**src/rtl/framebuffer_reader.sv**
```systemverilog
// VGA scan-out of a 256x256 8bpp image from data memory, black outside the window; FB_BORDER_EN paints the window perimeter white.
// Latency: memory strobe 1 clk, video outputs 2 clk behind the h/v counters; no backpressure, memory answers in one cycle.
module framebuffer_reader #(
    parameter int H_ACTIVE = 640,
    parameter int H_FP     = 16,
    parameter int H_SYNC   = 96,
    parameter int H_BP     = 48,
    parameter int V_ACTIVE = 480,
    parameter int V_FP     = 10,
    parameter int V_SYNC   = 2,
    parameter int V_BP     = 33
) (
    input  logic        clk,
    input  logic        rst,
    output logic        mem_read_enable,
    output logic [13:0] mem_address,
    input  logic [31:0] mem_data,
    output logic        hsync,
    output logic        vsync,
    output logic        de,
    output logic [7:0]  pixel,
    output logic        frame_done
);

    localparam int H_TOTAL = H_ACTIVE + H_FP + H_SYNC + H_BP;
    localparam int V_TOTAL = V_ACTIVE + V_FP + V_SYNC + V_BP;

    // 10-bit counters cover totals up to 1024 in either direction
    localparam logic [9:0] H_LAST = 10'(H_TOTAL - 1);
    localparam logic [9:0] V_LAST = 10'(V_TOTAL - 1);
    localparam logic [9:0] H_VIS  = 10'(H_ACTIVE);
    localparam logic [9:0] V_VIS  = 10'(V_ACTIVE);
    localparam logic [9:0] HS_BEG = 10'(H_ACTIVE + H_FP);
    localparam logic [9:0] HS_END = 10'(H_ACTIVE + H_FP + H_SYNC);
    localparam logic [9:0] VS_BEG = 10'(V_ACTIVE + V_FP);
    localparam logic [9:0] VS_END = 10'(V_ACTIVE + V_FP + V_SYNC);

    logic [9:0]  h;
    logic [9:0]  v;
    logic        in_win;
    logic        word_start;
    logic        visible;

    logic        s1_win;
    logic [1:0]  s1_sel;
    logic        s1_de;
    logic        s1_hs;
    logic        s1_vs;
    logic        s1_fd;

    logic        s2_win;
    logic [1:0]  s2_sel;
    logic [31:0] word_q;
    logic [31:0] word_cur;

`ifdef FB_BORDER_EN
    logic        perim;
    logic        s1_border;
    logic        s2_border;
`endif

    always_ff @(posedge clk or posedge rst) begin
        if (rst) begin
            h <= 10'd0;
            v <= 10'd0;
        end else if (h == H_LAST) begin
            h <= 10'd0;
            v <= (v == V_LAST) ? 10'd0 : v + 10'd1;
        end else begin
            h <= h + 10'd1;
        end
    end

    assign in_win     = (h[9:8] == 2'b00) && (v[9:8] == 2'b00);
    assign word_start = in_win && (h[1:0] == 2'b00);
    assign visible    = (h < H_VIS) && (v < V_VIS);

`ifdef FB_BORDER_EN
    assign perim = (h[7:0] == 8'h00) || (h[7:0] == 8'hFF) ||
                   (v[7:0] == 8'h00) || (v[7:0] == 8'hFF);
`endif

    // Stage 1: memory request plus the per-pixel attributes that travel with it
    always_ff @(posedge clk or posedge rst) begin
        if (rst) begin
            mem_read_enable <= 1'b0;
            mem_address     <= 14'd0;
            s1_win          <= 1'b0;
            s1_sel          <= 2'd0;
            s1_de           <= 1'b0;
            s1_hs           <= 1'b1;
            s1_vs           <= 1'b1;
            s1_fd           <= 1'b0;
        end else begin
            mem_read_enable <= word_start;
            if (word_start) begin
                mem_address <= {v[7:0], h[7:2]};
            end
            s1_win <= in_win && visible;
            s1_sel <= h[1:0];
            s1_de  <= visible;
            s1_hs  <= !((h >= HS_BEG) && (h < HS_END));
            s1_vs  <= !((v >= VS_BEG) && (v < VS_END));
            s1_fd  <= (h == 10'd0) && (v == V_VIS);
        end
    end

    always_ff @(posedge clk or posedge rst) begin
        if (rst) begin
            de         <= 1'b0;
            hsync      <= 1'b1;
            vsync      <= 1'b1;
            frame_done <= 1'b0;
            s2_win     <= 1'b0;
            s2_sel     <= 2'd0;
        end else begin
            de         <= s1_de;
            hsync      <= s1_hs;
            vsync      <= s1_vs;
            frame_done <= s1_fd;
            s2_win     <= s1_win;
            s2_sel     <= s1_sel;
        end
    end

`ifdef FB_BORDER_EN
    always_ff @(posedge clk or posedge rst) begin
        if (rst) begin
            s1_border <= 1'b0;
            s2_border <= 1'b0;
        end else begin
            s1_border <= perim;
            s2_border <= s1_border;
        end
    end
`endif

    // Word is held for bytes 1..3; byte 0 comes straight off the memory's output register
    always_ff @(posedge clk or posedge rst) begin
        if (rst) begin
            word_q <= 32'd0;
        end else if (s2_win && (s2_sel == 2'd0)) begin
            word_q <= mem_data;
        end
    end

    always_comb begin
        word_cur = (s2_sel == 2'd0) ? mem_data : word_q;
        pixel    = 8'h00;
        if (s2_win) begin
            case (s2_sel)
                2'd0:    pixel = word_cur[7:0];
                2'd1:    pixel = word_cur[15:8];
                2'd2:    pixel = word_cur[23:16];
                default: pixel = word_cur[31:24];
            endcase
`ifdef FB_BORDER_EN
            if (s2_border) begin
                pixel = 8'hFF;
            end
`endif
        end
    end

endmodule

```
**config.mk**
```make
export PLATFORM = sky130hd
export DESIGN_NAME = framebuffer_reader
export DESIGN_NICKNAME = d
export VERILOG_FILES = /design/src/rtl/framebuffer_reader.sv
export SDC_FILE = /design/constraint.sdc
export NUM_CORES = 1
export LEC_CHECK = 0
export CORE_ASPECT_RATIO = 1.4
export CORE_MARGIN = 2
export CORE_UTILIZATION = 40
export DETAILED_ROUTE_END_ITERATION = 7
export MAX_ROUTING_LAYER = met4
export PLACE_DENSITY_LB_ADDON = 0.2
export SLEW_MARGIN = 20
export SYNTH_ARGS = -nofsm -noshare
export SYNTH_HDL_FRONTEND = slang
export SYNTH_SLANG_ARGS = --single-unit
```
**constraint.sdc**
```tcl
create_clock -name clk -period 2.7 [get_ports clk]
set_input_delay 0.27 -clock clk [delete_from_list [all_inputs] [get_ports clk]]
set_output_delay 0.27 -clock clk [all_outputs]
set_load 0.05 [all_outputs]
```
# --- Yosys cells after proc, flatten, opt, wreduce, memory -nomap -nowiden ---
# Cells that the tools add are included.
# Widths: inputs -> output; s select.
classes:
  add_sub_neg: 2
  order_cmp: 6
  eq_ne: 5
  n_mux: 5
  reduce_logical: 15
ops:
  columns: ["op", "count"]
  rows:
  - ["$mux 32", 1]
  - ["$pmux 8 s3", 1]
  - ["$add 10x1->10 const B", 2]
  - ["$eq 10x10->1 const B", 2]
  - ["$lt 10x10->1 const B", 2]
  - ["$lt 10x9->1 const B", 2]
  - ["$mux 10", 2]
  - ["$eq 10x9->1 const B", 1]
  - ["$ge 10x10->1 const B", 1]
  - ["$ge 10x9->1 const B", 1]
  - ["$logic_not 10->1", 1]
  - ["$logic_and 1x1->1", 8]
  - ["$logic_not 2->1", 4]
  - ["$mux 8", 1]
  - ["$eq 2x1->1 const B", 1]
  - ["$eq 2x2->1 const B", 1]
  - ["$logic_not 1->1", 2]
word_totals:
  ff_bits: 81
  inputBits: 34
  out_inout_bits: 27
  word_cells: 50

# --- Depth between registers and ports, before layout ---
logic_depth:
  depth_word: 4
  depth_mapped: 6
  mapped_depth_nobuf: 6

# --- Worst setup path after synthesis ---
# Ideal clock, no wire load.
synth_path:
  kind: "register -> register"
  startpoint: "register h[0]"
  endpoint: "register v[9]"
  setup_ns: 0.087
  arrival_time_ns: 1.599
  t_required_ns: 2.613
  setup_slack_ns: 1.014
  stages_incl_launch_ff: 6
  path_buffers: 0
  synth_period_minus_slack_ns: 1.686
  cell_sequence: "dfrtp_1 ha_1 and4_4 nand3_4 or4_1 a22oi_1"
synth_via:
  elab_chain_cells: 1
synth_lines:
  columns: ["element", "line_no", "source"]
  rows:
  - ["start: declaration", "38", "logic [9:0] h;"]
  - ["start signal: assignment", "70", "h <= h + 10'd1;"]
  - ["$eq 10x10->1", "66", "end else if (h == H_LAST) begin"]
  - ["end signal: assignment", "68", "v <= (v == V_LAST) ? 10'd0 : v + 10'd1;"]
  - ["end: declaration", "39", "logic [9:0] v;"]
# Every way passes these cells.
# A chain may end at the register's enable or synchronous reset.

# --- Worst setup path after layout ---
layout_path:
  startpoint: "register s2_sel[0]"
  endpoint: "output port pixel[4]"
layout_via:
  elab_chain_cells: 4
  word_cells_on_any_way: 6
  cone_classes: "eq/ne: 2; mux: 3; reduce/logical: 1"
layout_lines:
  columns: ["element", "line_no", "source"]
  rows:
  - ["start: declaration", "52", "logic [1:0] s2_sel;"]
  - ["start signal: assignment", "122", "s2_sel <= s1_sel;"]
  - ["$logic_not 2->1", "148, 151", null]
  - ["$mux 32", "148", "word_cur = (s2_sel == 2'd0) ? mem_data : word_q;"]
  - ["$pmux 8 s3 (*)", "151", "case (s2_sel)"]
  - ["$mux 8 (*)", "150", "if (s2_win) begin"]
  - ["end: declaration", "21", "output logic [7:0] pixel,"]
# Mark *: on every way between the ends. The rest lies on a longest branch, timed or not.

==> results.yml <==
synthesis:
  synth_area_leaders: "dfrtp_1 (54%), mux2_2 (13%), mux4_2 (5.6%), dfstp_2 (3.3%), and2_1 (1.6%)"
  ys_seq_area_frac: 0.571
  synthDistinctLibCells: 47
  ys_warn_count: 0
  syn_inst: 230
  yosys.area.top_type_share: 0.538
  synth_area_sq_mm: 0.00321
  synth_edf_count: 0
  async_reset_ff_frac: 1.00
  avgSynthCellArea_sq_um: 14.0
  synth_common_cells: "dfrtp_1 (69), mux2_2 (38), nand2_1 (9), and2_1 (8), mux4_2 (8)"
  yosysMostFrequentCell: "dfrtp_1"
  yosysTopAreaCell: "dfrtp_1"
  ys.flop_type: "dfrtp_1"
  syn-num-nets: 268
  ys_seq_elements: 73
clock_network:
  clockRootBuffer: "clkbuf_8"
  clock_path_buffers: 2
  clk_latency_ns: 0.34
  cts_inserted_buffers: 9
  ctsHoldBuffers: 0
  clk_pin_slew_worst_paths_ns: 0.07
  cts_tree: "built"
  cts_sinks: 73
  h-tree-depth: 3
timing:
  timing.fmax_mhz: 391
  maxSlewHeadroom: 0.635
  final_max_slew_viol_count: 0
  fin_crit_sh: 0.948
  grt_setup_unrepaired: "no"
  fin_crit_ns: 2.56
  max_slew.worst_pin.slew_ns: 0.545
  setup_viol: 0
  hold_viol: 0
  fin_skew_ns: 0.00845
  tns_ns: 0
detailed_routing:
  route.detailed.drc: 0
  highest_layer: "met4"
  ant_nets: 0
  drt-initial-drc-count: 102
  wl_per_cell_microns: 14.7
  wirelength_met1_mm: 2.55
  wl_met3_microns: 393
  drt_wl_total_mm: 5.81
  num_vias: 1968
  via_per_inst: 4.97
  drtPass1Iterations: 4
  wl_met2_mm: 2.78
critical_path:
  crit_path_end: "pixel[4]"
  cp.arrival_ns: 2.29
  cp.required_ns: 2.43
  crit_start: "s2_sel[0]"
  r2r_slack_ns: 0.83
  rr_startpoint: "h[0]"
  crit_type: "reg -> out"
  worstSetupStartpointType: "flip-flop"
  r2r-end: "v[9]"
  cp_max_fo: 9
  reg2reg_depth: 5
  cp-end-kind: "primary output"
flow_run:
  maxCapViolations: 0
pwr:
  leakagePower_nw: 1.73
  totalPowerFinal_mw: 2.10
  power_density_mw_per_mm2: 514
  ir_drop_mv: 0.281
global_route:
  grt_max_degree: 74
  grt_pass1_wl_mm: 9.85
  antenna_found_initial: 0
  track_usage: 0.149
  overflow: 0
  grt_pass1_vias: 2069
final_layout:
  syn2layout_area_growth_pct: 27.2
  design_area_sq_mm: 0.00408
  stdcell_count: 396
  n_antenna_cell: 0
  final_nets: 329
  drive_gt1_frac: 0.280
floorplanning:
  design.core.area_sq_mm: 0.00775
  io_pins: 61
  initial_core_util: 0.414
  die_h_microns: 110
  fp.dieW_microns: 79.7
  die_area_sq_mm: 0.00877
  row_count: 38
place:
  placed_area_sq_mm: 0.00388
  gp_congestion: 0.762
  port_buffers: 60
  dpl.cell_count: 380
  hpwl_mm: 3.99
hold_path:
  hold_class: "in -> async"
status:
  status: "complete, no violations"
[stage by stage]
stage / setup WS [ns] / utilization / hold WS [ns]
final: 0.140 / 0.527 / 0.313
after detailed placement: 0.314 / 0.501 / 0.335
after CTS: 0.122 / 0.527 / 0.339
after global routing: 0.0394 / 0.527 / 0.359
after floorplan: 0.583 / - / 0.331
after global placement: 0.331 / 0.501 / 0.332
[critical path: stages (launching register included)]
cell	delay [ns]
dfrtp_2	0.55
mux4_2	0.54
and2_1	0.17
clkdlybuf4s50_1	0.69
[state kept, by name, summed over array words and instances, names as in the netlist]
| name | flops |
|---|---|
| hsync | 1 |
| de | 1 |
| s1_win | 1 |
| s1_sel | 2 |
| s1_fd | 1 |
| s2_win | 1 |
| s1_vs | 1 |
| s1_de | 1 |
| v | 10 |
| s2_sel | 2 |
| vsync | 1 |
| h | 10 |
| word_q | 24 |
| s1_hs | 1 |
| frame_done | 1 |
| mem_read_enable | 1 |
| mem_address | 14 |
[placed cells by master (no fill, tap or decap), drive strengths merged]
cell type	n
nor2b	1
ha	4
buf	3
a22oi	1
xor2	5
nand4	4
o21ai	6
mux2i	1
a21o	1
dfstp	4
nor4b	1
clkinv	2
clkdlybuf4s50	60
and3b	2
nor2	8
nand2	10
and2	9
bufinv	1
mux2	38
or3	1
clkinvlp	2
a21boi	1
and3	6
inv	6
nand3	7
a22o	2
or4	2
o31ai	2
clkbuf	11
and4	2
nor3b	3
dfrtp	69
xnor2	5
nor3	3
nor4	4
mux4	8
o21a	1
[report_power, final]
part	switching, mW	internal, mW
combinational	0.0584	0.0800
sequential	0.00885	1.11
clock	0.392	0.449
[per-layer routing]
metal / global-route usage / vias to the layer above
met5: - / -
met4: 0.0591 / 0
met3: 0.0399 / 8
met2: 0.237 / 59
met1: 0.183 / 962
li1: - / 939
[timing repair]
item / in CTS / in global routing
resized for setup: 1 / 0
hold endpoints to repair: 0 / 0
endpoints found under the setup margin: 8 / 0
buffers inserted: 0 / 0
[worst min path at each step]
stage	slack [ns]	end	from
6_report	0.31	word_q[15]	rst
5_1_grt	0.36	word_q[15]	rst
4_1_cts	0.34	word_q[15]	rst
3_5_place_dp	0.33	s2_sel[1]	s1_sel[1]
3_3_place_gp	0.33	frame_done	s1_fd
2_1_floorplan	0.33	de	s1_de
[kinds of logic after synthesis]
kind of cell / Yosys count / synth area share
buffers and inverters: 19 / 0.0359
flip-flops: 73 / 0.571
AND/OR/NAND/NOR: 63 / 0.129
multiplexers: 47 / 0.193
XOR/XNOR: 10 / 0.0273
AO/OA/AOI/OAI: 14 / 0.0292
adder cells (fa/ha/maj): 4 / 0.0156
[area by class of cell]
type,instances,area (sq um)
timing repair buffer,63,636
fill,667,3670
tap,100,125
inverter,6,22.5
sequential,73,1830
clock inverter,5,55.1
clock buffer,11,141
multi-input combinational,138,1270
Note: power is estimated with default switching activity, not from simulation.
